File: src/rtl/fifo_audio_pkg.sv
// Shared types and sizing helpers for the multi-channel audio sample FIFO.
package fifo_audio_pkg;

  localparam int UnderrunW   = 16;
  localparam int DefChannels = 2;
  localparam int DefSampleW  = 24;

  // Frame type for the default stereo 24-bit configuration.
  typedef logic [DefChannels*DefSampleW-1:0] frame_t;

  typedef enum logic [1:0] {
    IDLE_NO_DATA,
    STREAM,
    REPEAT
  } repeat_state_e;

  function automatic int frame_width(input int channels, input int sample_width);
    return channels * sample_width;
  endfunction

  function automatic int cnt_width(input int depth_log2);
    return depth_log2 + 1;
  endfunction

  function automatic int ptr_width(input int depth_log2);
    return depth_log2 + 1;
  endfunction

endpackage

File: src/rtl/ram_1r1w_sync.sv
// Simple dual-port RAM: synchronous write, synchronous read returning pre-write contents.
module ram_1r1w_sync #(
  parameter int width_p      = 48,
  parameter int depth_log2_p = 4
) (
  input  logic                    clk_i,
  input  logic                    we_i,
  input  logic [depth_log2_p-1:0] waddr_i,
  input  logic [width_p-1:0]      wdata_i,
  input  logic [depth_log2_p-1:0] raddr_i,
  output logic [width_p-1:0]      rdata_o
);

  logic [width_p-1:0] mem_q [2**depth_log2_p];
  logic [width_p-1:0] rdata_q;

  always_ff @(posedge clk_i) begin
    if (we_i) begin
      mem_q[waddr_i] <= wdata_i;
    end
    rdata_q <= mem_q[raddr_i];
  end

  assign rdata_o = rdata_q;

endmodule

File: src/rtl/fifo_1r1w_audio.sv
// Multi-channel audio frame FIFO: sync-read RAM behind a first-word output register.
// Optional underrun sample-repeat enabled by macro FIFO_1R1W_AUDIO_UNDERRUN_REPEAT_EN.
module fifo_1r1w_audio
  import fifo_audio_pkg::*;
#(
  parameter int channels_p     = 2,
  parameter int sample_width_p = 24,
  parameter int depth_log2_p   = 4,
  parameter int almost_full_p  = 12,
  parameter int almost_empty_p = 2
) (
  input  logic                                   clk_i,
  input  logic                                   reset_n_i,
  input  logic [channels_p*sample_width_p-1:0]   data_i,
  input  logic                                   valid_i,
  output logic                                   ready_o,
  output logic [channels_p*sample_width_p-1:0]   data_o,
  output logic                                   valid_o,
  input  logic                                   ready_i,
  output logic [depth_log2_p:0]                  count_o,
  output logic                                   almost_full_o,
  output logic                                   almost_empty_o,
  output logic [UnderrunW-1:0]                   underrun_count_o
);

  localparam int FrameW = frame_width(channels_p, sample_width_p);
  localparam int CntW   = cnt_width(depth_log2_p);
  localparam int PtrW   = ptr_width(depth_log2_p);
  localparam int AddrW  = depth_log2_p;

  localparam logic [CntW-1:0] Capacity = CntW'(2**depth_log2_p);
  localparam logic [CntW-1:0] AfullTh  = CntW'(almost_full_p);
  localparam logic [CntW-1:0] AemptyTh = CntW'(almost_empty_p);

  logic [CntW-1:0]   count_q, count_d;
  logic [PtrW-1:0]   wr_ptr_q, wr_ptr_d, rd_ptr_q, rd_ptr_d;
  logic [FrameW-1:0] dout_q, dout_d;
  logic [FrameW-1:0] fwd_data_q, ram_rdata, head_ram;
  logic              fwd_q, fwd_d;
  logic              live_q;
  logic              push, pop_real, has_ram, ram_we, rd_adv;

  // Head frame lives in dout_q; frames 2..count live in the RAM at rd_ptr..wr_ptr-1.
  always_comb begin
    push     = valid_i & ready_o;
    pop_real = ready_i & (count_q != '0);
    has_ram  = count_q > CntW'(1);
    ram_we   = push & ~((count_q == '0) | ((count_q == CntW'(1)) & pop_real));
    rd_adv   = pop_real & has_ram;
    wr_ptr_d = wr_ptr_q + PtrW'(ram_we);
    rd_ptr_d = rd_ptr_q + PtrW'(rd_adv);
    count_d  = count_q + CntW'(push) - CntW'(pop_real);
    fwd_d    = ram_we & (wr_ptr_q[AddrW-1:0] == rd_ptr_d[AddrW-1:0]);
    head_ram = fwd_q ? fwd_data_q : ram_rdata;
    dout_d   = dout_q;
    if (pop_real && has_ram) begin
      dout_d = head_ram;
    end else if ((count_q == '0 || pop_real) && push) begin
      dout_d = data_i;
    end
  end

  // The RAM continuously reads the next head address so a pop refills dout_q with no bubble;
  // a write landing on that address in the same cycle is forwarded from fwd_data_q.
  ram_1r1w_sync #(
    .width_p      (FrameW),
    .depth_log2_p (AddrW)
  ) u_ram (
    .clk_i   (clk_i),
    .we_i    (ram_we),
    .waddr_i (wr_ptr_q[AddrW-1:0]),
    .wdata_i (data_i),
    .raddr_i (rd_ptr_d[AddrW-1:0]),
    .rdata_o (ram_rdata)
  );

  always_ff @(posedge clk_i or negedge reset_n_i) begin
    if (!reset_n_i) begin
      count_q  <= '0;
      wr_ptr_q <= '0;
      rd_ptr_q <= '0;
      dout_q   <= '0;
      fwd_q    <= 1'b0;
      live_q   <= 1'b0;
    end else begin
      count_q  <= count_d;
      wr_ptr_q <= wr_ptr_d;
      rd_ptr_q <= rd_ptr_d;
      dout_q   <= dout_d;
      fwd_q    <= fwd_d;
      live_q   <= 1'b1;
    end
  end

  always_ff @(posedge clk_i) begin
    fwd_data_q <= data_i;
  end

  assign ready_o        = live_q & (count_q != Capacity);
  assign data_o         = dout_q;
  assign count_o        = count_q;
  assign almost_full_o  = count_q >= AfullTh;
  assign almost_empty_o = count_q <= AemptyTh;

`ifdef FIFO_1R1W_AUDIO_UNDERRUN_REPEAT_EN
  function automatic logic [UnderrunW-1:0] sat_inc(input logic [UnderrunW-1:0] v);
    return (v == '1) ? v : v + 1'b1;
  endfunction

  repeat_state_e       state_q, state_d;
  logic [UnderrunW-1:0] und_q, und_d;
  logic                rep_active;

  always_ff @(posedge clk_i or negedge reset_n_i) begin
    if (!reset_n_i) begin
      state_q <= IDLE_NO_DATA;
      und_q   <= '0;
    end else begin
      state_q <= state_d;
      und_q   <= und_d;
    end
  end

  always_comb begin
    state_d = state_q;
    und_d   = und_q;
    case (state_q)
      IDLE_NO_DATA: if (pop_real) state_d = (count_d == '0) ? REPEAT : STREAM;
      STREAM:       if (count_d == '0) state_d = REPEAT;
      REPEAT:       if (count_d != '0) state_d = STREAM;
      default:      state_d = IDLE_NO_DATA;
    endcase
    if (rep_active && ready_i) begin
      und_d = sat_inc(und_q);
    end
  end

  always_comb begin
    rep_active       = (state_q == REPEAT);
    valid_o          = (count_q != '0) | rep_active;
    underrun_count_o = und_q;
  end
`else
  assign valid_o          = (count_q != '0);
  assign underrun_count_o = '0;
`endif

endmodule
File: config.mk
export PLATFORM = sky130hd
export DESIGN_NAME = fifo_1r1w_audio
export DESIGN_NICKNAME = d
export VERILOG_FILES = /design/src/rtl/fifo_audio_pkg.sv /design/src/rtl/ram_1r1w_sync.sv /design/src/rtl/fifo_1r1w_audio.sv
export SDC_FILE = /design/constraint.sdc
export NUM_CORES = 1
export LEC_CHECK = 0
export ABC_CLOCK_PERIOD_IN_PS = 11400
export CAP_MARGIN = 0
export CORE_UTILIZATION = 60
export DETAILED_ROUTE_END_ITERATION = 16
export PLACE_DENSITY = 0.78
export SYNTH_ARGS = -nofsm -noshare
export SYNTH_HDL_FRONTEND = slang
export SYNTH_HIERARCHICAL = 1
export SYNTH_SLANG_ARGS = --single-unit
File: constraint.sdc
create_clock -name clk_i -period 11.4 [get_ports clk_i]
set_input_delay 2.28 -clock clk_i [delete_from_list [all_inputs] [get_ports clk_i]]
set_output_delay 2.28 -clock clk_i [all_outputs]
set_load 0.05 [all_outputs]
# Word-level counts from Yosys, hierarchy flattened
# Memories as Yosys holds them, arrays and structs flattened. A register that Yosys moved wholly into a read port is not among the register bits.
# Cells that the tools add are included.
dict set report totals {
  reg_bits 113
  ramBits 768
  in_bits 52
  out_inout_bits 73
  word_cells 38
  mem_count 1
}
dict set report op_classes {
  addsub 4
  magnitude_cmp 3
  n_eq_ne 3
  n_mux 5
  n_bitwise 9
  reduce_logical 6
}
# name depth word_bits read_ports rd_clocked_by_memory_dff wr line_no
set mem_list {}
lappend mem_list {u_ram.mem_q 16 48 1 1 1 ram_1r1w_sync.sv:14} ;# logic [width_p-1:0] mem_q [2**depth_log2_p];
# operator count
set op_table {}
lappend op_table {{$mux W48} 3}
lappend op_table {{$add A5 B1 Y5} 3}
lappend op_table {{$and A1 B1 Y1} 7}
lappend op_table {{$eq A5 B1 Y1 const B} 1}
lappend op_table {{$ge A5 B4 Y1 const B} 1}
lappend op_table {{$gt A5 B1 Y1 const B} 1}
lappend op_table {{$le A5 B2 Y1 const B} 1}
lappend op_table {{$logic_not A5 Y1} 1}
lappend op_table {{$ne A5 B5 Y1 const B} 1}
lappend op_table {{$reduce_bool A5 Y1} 1}
lappend op_table {{$sub A5 B1 Y5} 1}
lappend op_table {{$eq A4 B4 Y1} 1}
lappend op_table {{$logic_and A1 B1 Y1} 2}
lappend op_table {{$mux W1} 2}
lappend op_table {{$reduce_bool A2 Y1} 1}
lappend op_table {{$logic_or A1 B1 Y1} 1}
lappend op_table {{$not A1 Y1} 1}
lappend op_table {{$or A1 B1 Y1} 1}

# Longest topological paths before layout
# Gate-level depths: netlist of the first run.
dict set report depth {
  depth_word 8
  depth_mapped 16
  ltp_nobuf 12
}

# Cells and area by module
# The synthesis of the first run kept the hierarchy.
# module n_inst cells_each area_each_um2 seq_area_each_um2
set modules_own_cells {}
lappend modules_own_cells {ram_1r1w_sync 1 1242 29694.7 24023.0}
lappend modules_own_cells {fifo_1r1w_audio 1 354 4728.3 2537.4}

# Least setup slack after synthesis of the first run
# No wires, ideal clock.
dict set report synth_timing {
  path_type {input -> register}
  from {input port ready_i}
  to {memory u_ram.mem_q[0][0], enable pin}
  setup_ns 0.513
  arrival_time_ns 6.430
  required_ns 10.887
  path_slack_ns 4.457
  stages 5
  path_cell_list {inv_1 a21oi_1 nor2_1 or3b_2 nor3_1}
}
dict set report synth_via {
  elab_chain_cells 7
}
# element line_no
set synth_rtl {}
lappend synth_rtl {{start, declared} fifo_1r1w_audio.sv:19} ;# input logic ready_i,
lappend synth_rtl {{$and A1 B1 Y1} fifo_1r1w_audio.sv:46} ;# pop_real = ready_i & (count_q != '0);
lappend synth_rtl {{$and A1 B1 Y1} fifo_1r1w_audio.sv:48} ;# ram_we = push & ~((count_q == '0) | ((count_q == CntW'(1)) & pop_real));
lappend synth_rtl {{$or A1 B1 Y1} fifo_1r1w_audio.sv:48}
lappend synth_rtl {{$not A1 Y1} fifo_1r1w_audio.sv:48}
lappend synth_rtl {{$and A1 B1 Y1} fifo_1r1w_audio.sv:48}
lappend synth_rtl {{net ram_we} fifo_1r1w_audio.sv:41} ;# logic push, pop_real, has_ram, ram_we, rd_adv;
lappend synth_rtl {{$mux W1} ram_1r1w_sync.sv:18} ;# if (we_i) begin
lappend synth_rtl {{$mux W1 (not written as such)} ram_1r1w_sync.sv:19} ;# mem_q[waddr_i] <= wdata_i;
lappend synth_rtl {{end, declared} ram_1r1w_sync.sv:14}
# The timed path passes the listed nets, and every way through them passes these cells.

# Final worst setup path of the first run
dict set report layout_timing {
  from {input port ready_i}
  to {register u_ram.rdata_q[20], in the netlist u_ram/rdata_o[20] (read register of u_ram.mem_q)}
}
dict set report layout_via {
  elab_chain_cells 3
}
# element line_no
set layout_rtl {}
lappend layout_rtl {{$and A1 B1 Y1} fifo_1r1w_audio.sv:46}
lappend layout_rtl {{$and A1 B1 Y1} fifo_1r1w_audio.sv:49} ;# rd_adv = pop_real & has_ram;
lappend layout_rtl {{$add A5 B1 Y5} fifo_1r1w_audio.sv:51} ;# rd_ptr_d = rd_ptr_q + PtrW'(rd_adv);
lappend layout_rtl {{net rd_ptr_d[3]} fifo_1r1w_audio.sv:36} ;# logic [PtrW-1:0] wr_ptr_q, wr_ptr_d, rd_ptr_q, rd_ptr_d;
lappend layout_rtl {{end, declared} ram_1r1w_sync.sv:15} ;# logic [width_p-1:0] rdata_q;
# The timed path passes the listed nets, and every way through them passes these cells.
# A chain may end at the register's enable or synchronous reset.

==> metrics.txt, run 1 <==
Cell Area, Placed 36400 µm²; initial DRC count 1757; unrepaired setup endpoints after global routing no; sw frac 32.6%; VDD IR max 0.424 mV; fin area 39400 µm²; fin. max-slew vios 0; Hold Vio Cnt, Final 0; Worst setup EP type flip-flop; DPL Wire Length 36000 µm; drt drc 0; critical path class in -> reg; DR vias/cell 6.37; Mapped Cells 1596; syn avg cell area 21.6 µm²; cts bufs inserted 88; share of layout cells above drive strength 1 21.4%; PwrDens 283 nW/µm²; Final setup viols 0; Max Cap Viol 0; DRT Pass-1 Iters 6; Final Net Count 1814; Ant. Diodes 0; Die ar. 58300 µm²; Critical Path AT 6.35 ns; Final Wtd Congestion 0.753; Core Area 56500 µm²; clk slew on worst S/H paths 0.07 ns; fin crit share 50.8%; Routed WL 74000 µm; vias in the first global route 17228; Comb pwr share 35.3%; Worst setup SP type input pin; TNS Setup 0 ns; WL per Instance 28.7 µm; cts hold-fix bufs 0; initial antenna violation count 2; worst skew pair latency 0.65 ns; Clock Path Buffers 3; sequential share of power 38.1%; Initial Util 60.9%; width of the die 242 µm; count of cell types in the netlist 35; reg2reg path depth 13; Worst Max-Slew Pin Slew 1.16 ns; CTS tree built; post-CTS setup buffers 0; Post-Syn Area 34400 µm²; Area Growth Syn to Fin 14.4%; CTS sink cnt 927; R2R Path End u_ram/rdata_o[20]; GRT Overall Usage 26.0%; reg2reg start count_o[1]; Min Clock Period, post-route 5.79 ns; worst hold path depth 2; Leak 13.3 nW; Root Buffer clkbuf_16; largest net degree at the start of global routing 120; htree depth 3; Die Y 242 µm; Seq/Total Area, Yosys 77.2%; Clk network pwr share 26.6%; # IOs 125; Antenna Violating Nets Remaining 0; Worst Path Required 11.96 ns; Yosys reg bits 927; Syn. warnings 6; min-delay src u_ram/rdata_o[2]; Cell Int Power 7.51 mW; FMAX 173 MHz; first-pass GRT wire length 110000 µm; gr ovfl total 0; Psw 3.62 mW; commonest cells after routing, fill and taps aside edfxtp_1, mux4_2, mux2i_1; Resized Gates After CTS 0; post-layout util 69.7%; path category of the worst min-delay check reg -> reg; outcome complete, no violations; hold endpoint data_o[2]; R2R Setup Slk 6.42 ns; Placement Rows 87; routed via count 16427; relative slew slack 22.3%; CP max FO 25; Buffers on Ports 108; clock skew 0.0326 ns; most common cell after layout, fill and taps aside edfxtp_1
[flip-flops by register name, summed over array words and instances (netlist names)]
name,cells
wr_ptr_q,4
count_o,5
data_o,48
fwd_q,1
u_ram/rdata_o,48
rd_ptr_q,4
fwd_data_q,48
live_q,1
u_ram/mem_q,768
[logic make-up after synthesis]
group	count (synthesis)	share of synthesized area, %
xor+xnor	11	0.280
mux	336	16.7
buf+inv	106	1.68
flops	927	77.2
compound gates	105	2.25
simple gates	93	1.26
fa+ha+maj	16	0.603
other cells	2	0.0218
[critical path, cell delays in order]
cell	delay (ns)
clkdlybuf4s50_1	0.59
nand3_4	0.44
inv_1	0.24
ha_4	0.17
nand3_1	0.10
xnor2_1	0.69
nor2b_4	0.94
buf_4	0.57
a22oi_1	0.17
nand2_1	0.11
[worst max-delay path by stage]
stage               slack [ns]  cells past startpoint  startpoint           endpoint
finish                    5.61                     10     ready_i  u_ram/rdata_o[20]
global placement          5.18                      9     ready_i  u_ram/rdata_o[44]
global route              5.46                     10     ready_i   u_ram/rdata_o[8]
floorplan                 4.46                      5     ready_i  u_ram/mem_q[0][0]
detailed placement        5.09                     10     ready_i  u_ram/rdata_o[17]
CTS                       5.64                     10     ready_i  u_ram/rdata_o[17]
[cells in the mapped netlist]
master | number | area share, %
a21oi_1 | 3 | 0.044
a22oi_1 | 96 | 2.1
and2_1 | 2 | 0.036
and3_1 | 1 | 0.018
buf_1 | 9 | 0.098
buf_2 | 14 | 0.20
buf_4 | 37 | 0.81
buf_6 | 3 | 0.098
clkbuf_1 | 32 | 0.35
conb_1 | 2 | 0.022
dfrtp_1 | 63 | 4.6
dfxtp_1 | 96 | 5.6
edfxtp_1 | 768 | 67
fa_1 | 1 | 0.058
ha_1 | 15 | 0.55
inv_1 | 11 | 0.12
mux2i_1 | 144 | 4.2
mux4_2 | 192 | 13
nand2_1 | 51 | 0.56
nand2b_1 | 2 | 0.036
nand3_1 | 4 | 0.058
nand3_2 | 1 | 0.029
nand3b_1 | 2 | 0.044
nand4bb_1 | 1 | 0.033
nor2_1 | 17 | 0.19
nor2b_1 | 4 | 0.073
nor3_1 | 5 | 0.073
nor4b_4 | 1 | 0.069
o2111ai_1 | 1 | 0.025
o21ai_0 | 3 | 0.044
o21bai_1 | 1 | 0.022
o31ai_1 | 1 | 0.022
or3b_2 | 2 | 0.051
xnor2_1 | 5 | 0.13
xor2_1 | 6 | 0.15
[per-layer routing]
| metal | vias to the layer above | GRT usage [%] | routed length (µm) |
|---|---|---|---|
| li1 | 6819 | - | - |
| met1 | 8603 | 36.7 | 29000 |
| met2 | 847 | 42.0 | 36900 |
| met3 | 154 | 4.22 | 6330 |
| met4 | 4 | 8.43 | 1880 |
| met5 | - | 0 | 25 |
[power groups by stage]
stage | clock network (mW) | logic [mW] | registers [mW]
floorplan | 0 | 2.63 | 4.58
global placement | 0 | 3.86 | 4.29
detailed placement | 0 | 3.93 | 4.31
CTS | 3.00 | 3.97 | 4.24
global route | 3.12 | 4.20 | 4.27
finish | 2.96 | 3.93 | 4.24
[final cells by class]
class,instances,area [µm²]
inverter,11,41.3
clock buffer,119,2460
clock inverter,47,487
tap,756,946
sequential,927,26600
timing repair buffer,140,1340
multi-input combinational,578,7530
fill,3262,17100
[per-stage QoR]
stage	std cells	setup slack (ns)	hold slack, ns	total power, mW
after floorplan	1611	4.46	0.486	7.21
after detailed placement	2412	5.09	0.499	8.24
after global routing	2578	5.46	0.541	11.6
after CTS	2578	5.64	0.516	11.2
after global placement	2412	5.18	0.493	8.15
final	2578	5.61	0.508	11.1
(Power assumes the default switching activity.)
==> inputs of run 2 (changes only) <==
- ABC_CLOCK_PERIOD_IN_PS: 11400 -> 5700
- clock period: 11.4 -> 5.7 ns (I/O delays scaled with it)
==> metrics.txt, run 2 (same netlist as run 1, synthesis figures left out) <==
R2R Setup Slk 1.61 ns; share of layout cells above drive strength 1 21.8%; # IOs 125; Root Buffer clkbuf_16; most common cell after layout, fill and taps aside edfxtp_1; path category of the worst min-delay check reg -> reg; relative slew slack 25.3%; commonest cells after routing, fill and taps aside edfxtp_1, mux4_2, mux2i_1; worst hold path depth 2; Min Clock Period, post-route 4.09 ns; Routed WL 73400 µm; Resized Gates After CTS 0; WL per Instance 28.4 µm; fin worst setup slack 1.61 ns; Hold Vio Cnt, Final 0; CTS sink cnt 927; Reg with most FFs u_ram/mem_q; Final setup viols 0; Die ar. 58300 µm²; CTS tree built; outcome complete, no violations; worst skew pair latency 0.63 ns; Leak 13.4 nW; reg2reg path depth 13; critical path class reg -> reg; htree depth 3; Layout fillers 3253; Overall Power 22.5 mW; largest net degree at the start of global routing 64; width of the die 242 µm; Worst Max-Slew Pin Slew 1.12 ns; PwrDens 568 nW/µm²; DR vias/cell 6.37; Worst setup SP type flip-flop; routed via count 16487; initial antenna violation count 0; Critical Path AT 4.66 ns; clock skew 0.0140 ns; vias in the first global route 17550; Clock Path Buffers 3; Ant. Diodes 0; cts bufs inserted 87; VDD IR max 0.421 mV; Place WS 1.37 ns; Placed Cells 2428; initial DRC count 1551; gr ovfl total 0; unrepaired setup endpoints after global routing no; Final Net Count 1829; Final Wtd Congestion 0.760; Initial Util 60.9%; Worst setup EP type flip-flop; Area Growth Syn to Fin 14.9%; DRT Pass-1 Iters 5; GRT Overall Usage 26.0%; Max Cap Viol 0; Largest register FFs 768; fin. max-slew vios 0; fin cells 2590; DPL Wire Length 38600 µm; cts hold-fix bufs 0; clk slew on worst S/H paths 0.06 ns; fin crit share 71.8%; Antenna Violating Nets Remaining 0; TNS Setup 0 ns; Die Y 242 µm; Buffers on Ports 108; FMAX 244 MHz; Worst Path Required 6.27 ns; post-CTS setup buffers 0; first-pass GRT wire length 112000 µm; drt drc 0; Core Area 56500 µm²; Placement Rows 87; CP max FO 39
[run 2: layout make-up]
cell class	instances	area [µm²]	share of cell area, %
flip-flops and latches	927	26600	67.1
multi-input cells	578	7530	19.0
clock buffers	125	2510	6.33
repair buffers	156	1590	4.02
well taps	756	946	2.39
clock inverters	37	387	0.977
inverters	11	41.3	0.104
[run 2: per-layer routing]
metal	GRT usage (%)	part of all wire [%]	up-vias
met5	0	0	-
met4	8.13	1.9	0
met3	3.64	7.1	99
met2	43.9	52	768
met1	35.6	39	8771
li1	-	-	6849
[run 2: through the flow]
stage | hold WS [ns] | instance area (µm²) | util [%]
after floorplan | 0.486 | 34500 | -
after global placement | 0.495 | 36700 | 64.9
after detailed placement | 0.512 | 36700 | 64.9
after CTS | 0.526 | 39600 | 70.0
after global routing | 0.548 | 39600 | 70.0
final | 0.522 | 39600 | 70.0
[run 2: worst paths after layout]
check,to,from
max,u_ram/rdata_o[38],count_o[1]
min,data_o[38],fwd_data_q[38]
max reg2reg,u_ram/rdata_o[38],count_o[1]
min reg2reg,data_o[38],fwd_data_q[38]
max in group asynchronous,fwd_q,reset_n_i
min in group asynchronous,data_o[3],reset_n_i
[run 2: report_power, final]
| part | internal [mW] | switching [mW] | total (mW) |
|---|---|---|---|
| registers | 8.11 | 0.403 | 8.52 |
| clock network | 3.39 | 2.43 | 5.83 |
| logic | 3.62 | 4.53 | 8.15 |
| total | 15.1 | 7.37 | 22.5 |
[run 2: critical path, stage by stage (launching register included)]
cell and delay, ns:
dfrtp_1 0.50, inv_1 0.17, ha_1 0.24, nor2b_1 0.12, o21ai_0 0.31, nand3_4 0.15, inv_1 0.13, ha_4 0.16
ha_4 0.13, xor2_1 0.67, and2_2 0.51, buf_4 0.61, a22oi_1 0.19, nand2_1 0.12
==> inputs of run 3 (changes only) <==
- ABC_CLOCK_PERIOD_IN_PS: 5700 -> 3900
- clock period: 5.7 -> 3.9 ns (I/O delays scaled with it)
==> metrics.txt, run 3 (same netlist as run 1, synthesis figures left out) <==
Initial Util 60.9%; WL met3 5310 µm; Layout fillers 3175; fin worst setup slack 0.269 ns; worst skew pair latency 0.63 ns; Worst Path Required 4.47 ns; drt drc 0; relative slew slack 20.4%; critical path class reg -> reg; VDD IR max 0.684 mV; GRT Overall Usage 26.0%; first-pass GRT wire length 111000 µm; Die ar. 58300 µm²; CTS sink cnt 927; clk slew on worst S/H paths 0.07 ns; Final Wtd Congestion 0.747; fin cells 2612; commonest cells after routing, fill and taps aside edfxtp_1, mux4_2, mux2i_1; Placed Cells 2448; DPL Wire Length 40300 µm; hold slack 0.342 ns; Min Clock Period, post-route 3.63 ns; clock skew 0.0224 ns; htree depth 3; Placement Rows 87; met2 WL 38700 µm; sequential share of power 37.6%; Hold Vio Cnt, Final 0; Area Growth Syn to Fin 16.2%; CP max FO 31; initial DRC count 1603; largest net degree at the start of global routing 64; Buffers on Ports 108; cts bufs inserted 87; FMAX 275 MHz; Reg with most FFs u_ram/mem_q; Clk network pwr share 25.0%; vias in the first global route 17292; most common cell after layout, fill and taps aside edfxtp_1; path category of the worst min-delay check in -> async; fin crit share 93.1%; outcome complete, no violations; Die Y 242 µm; width of the die 242 µm; WL per Instance 28.6 µm; Top Layer Used met4; DR vias/cell 6.31; # IOs 125; Max Cap Viol 0; Final Net Count 1851; Worst setup SP type flip-flop; Post-Route M1 WL 28800 µm; share of layout cells above drive strength 1 22.7%; Clock Path Buffers 3; Root Buffer clkbuf_16; Routed WL 74800 µm; CTS tree built; routed via count 16494; Antenna Violating Nets Remaining 0; Psw 10.9 mW; Final setup viols 0; sw frac 32.9%; Ant. Diodes 0; Place WS 0.0231 ns; initial antenna violation count 0; Worst Max-Slew Pin Slew 1.19 ns; unrepaired setup endpoints after global routing no; gr ovfl total 0; DRT Pass-1 Iters 5; Core Area 56500 µm²; Leak 13.6 nW; Cell Int Power 22.3 mW; Worst setup EP type flip-flop; Comb pwr share 37.4%; TNS Setup 0 ns; PwrDens 830 nW/µm²; Largest register FFs 768; fin. max-slew vios 0; Critical Path AT 4.20 ns
## run 3: cell count changes in the layout (fill, tap and decap cells not counted), moves of 3 or more
cell / previous run / this run
nor3_2: 3 / 0
clkbuf_1: 25 / 28
nor3_4: 1 / 4
buf_4: 37 / 32
clkbuf_8: 8 / 14
buf_12: 12 / 37
clkinv_2: 12 / 16
clkbuf_16: 92 / 88
## run 3: cell type report
type,instances,area [µm²],share of cell area (%)
Sequential cell,927,26600,66.4
Clock buffer,130,2500,6.25
Multi-Input combinational cell,580,7570,18.9
Tap cell,756,946,2.37
Clock inverter,32,308,0.770
Timing Repair Buffer,176,2050,5.13
Inverter,11,41.3,0.103
## run 3: stage by stage
stage	utilization [%]	instance area, µm²	power [mW]
after floorplan	-	34500	21.1
after global placement	65.8	37200	24.6
after detailed placement	65.8	37200	24.9
after CTS	70.7	40000	33.3
after global routing	70.8	40000	34.5
final	70.8	40000	33.2
## run 3: timing repair
| item | in CTS | in global routing |
|---|---|---|
| setup buffers | 0 | 0 |
| hold buffers | 0 | 0 |
| gates resized for setup | 0 | 1 |
| endpoints found under the setup margin | 0 | 19 |
## run 3: worst paths after layout
path	endpoint	depth (start not counted)	start	slack (ns)
worst min-delay path	data_o[46]	1	reset_n_i	0.34
worst max-delay path	u_ram/rdata_o[3]	15	count_o[2]	0.27
min in group clk_i	rd_ptr_q[2]	1	rd_ptr_q[2]	0.51
worst min register to register	rd_ptr_q[2]	1	rd_ptr_q[2]	0.51
max in group asynchronous	fwd_q	1	reset_n_i	2.80
worst max register to register	u_ram/rdata_o[3]	15	count_o[2]	0.27
## run 3: power by group through the flow
stage | clock network (mW) | registers, mW | logic (mW)
finish | 8.30 | 12.5 | 12.4
global route | 8.77 | 12.6 | 13.1
CTS | 8.41 | 12.5 | 12.4
detailed placement | 0 | 12.7 | 12.2
global placement | 0 | 12.6 | 12.0
floorplan | 0 | 13.4 | 7.71
## run 3: critical path, stage by stage, from the launching register on
cell and delay [ns]:
dfrtp_1 0.42, inv_1 0.10, ha_1 0.20, nor2b_1 0.13
o21ai_0 0.20, buf_4 0.16, nand3_4 0.08, inv_1 0.18
ha_4 0.18, nand3_1 0.13, xnor2_2 0.51, buf_4 0.24
nor2b_4 0.16, buf_4 0.50, a22oi_1 0.27, nand2_1 0.12
## run 3: routing by layer
layer	up-vias	global-route usage (%)
li1	6885	-
met1	8711	35.1
met2	778	43.5
met3	120	4.04
met4	0	9.57
met5	-	0
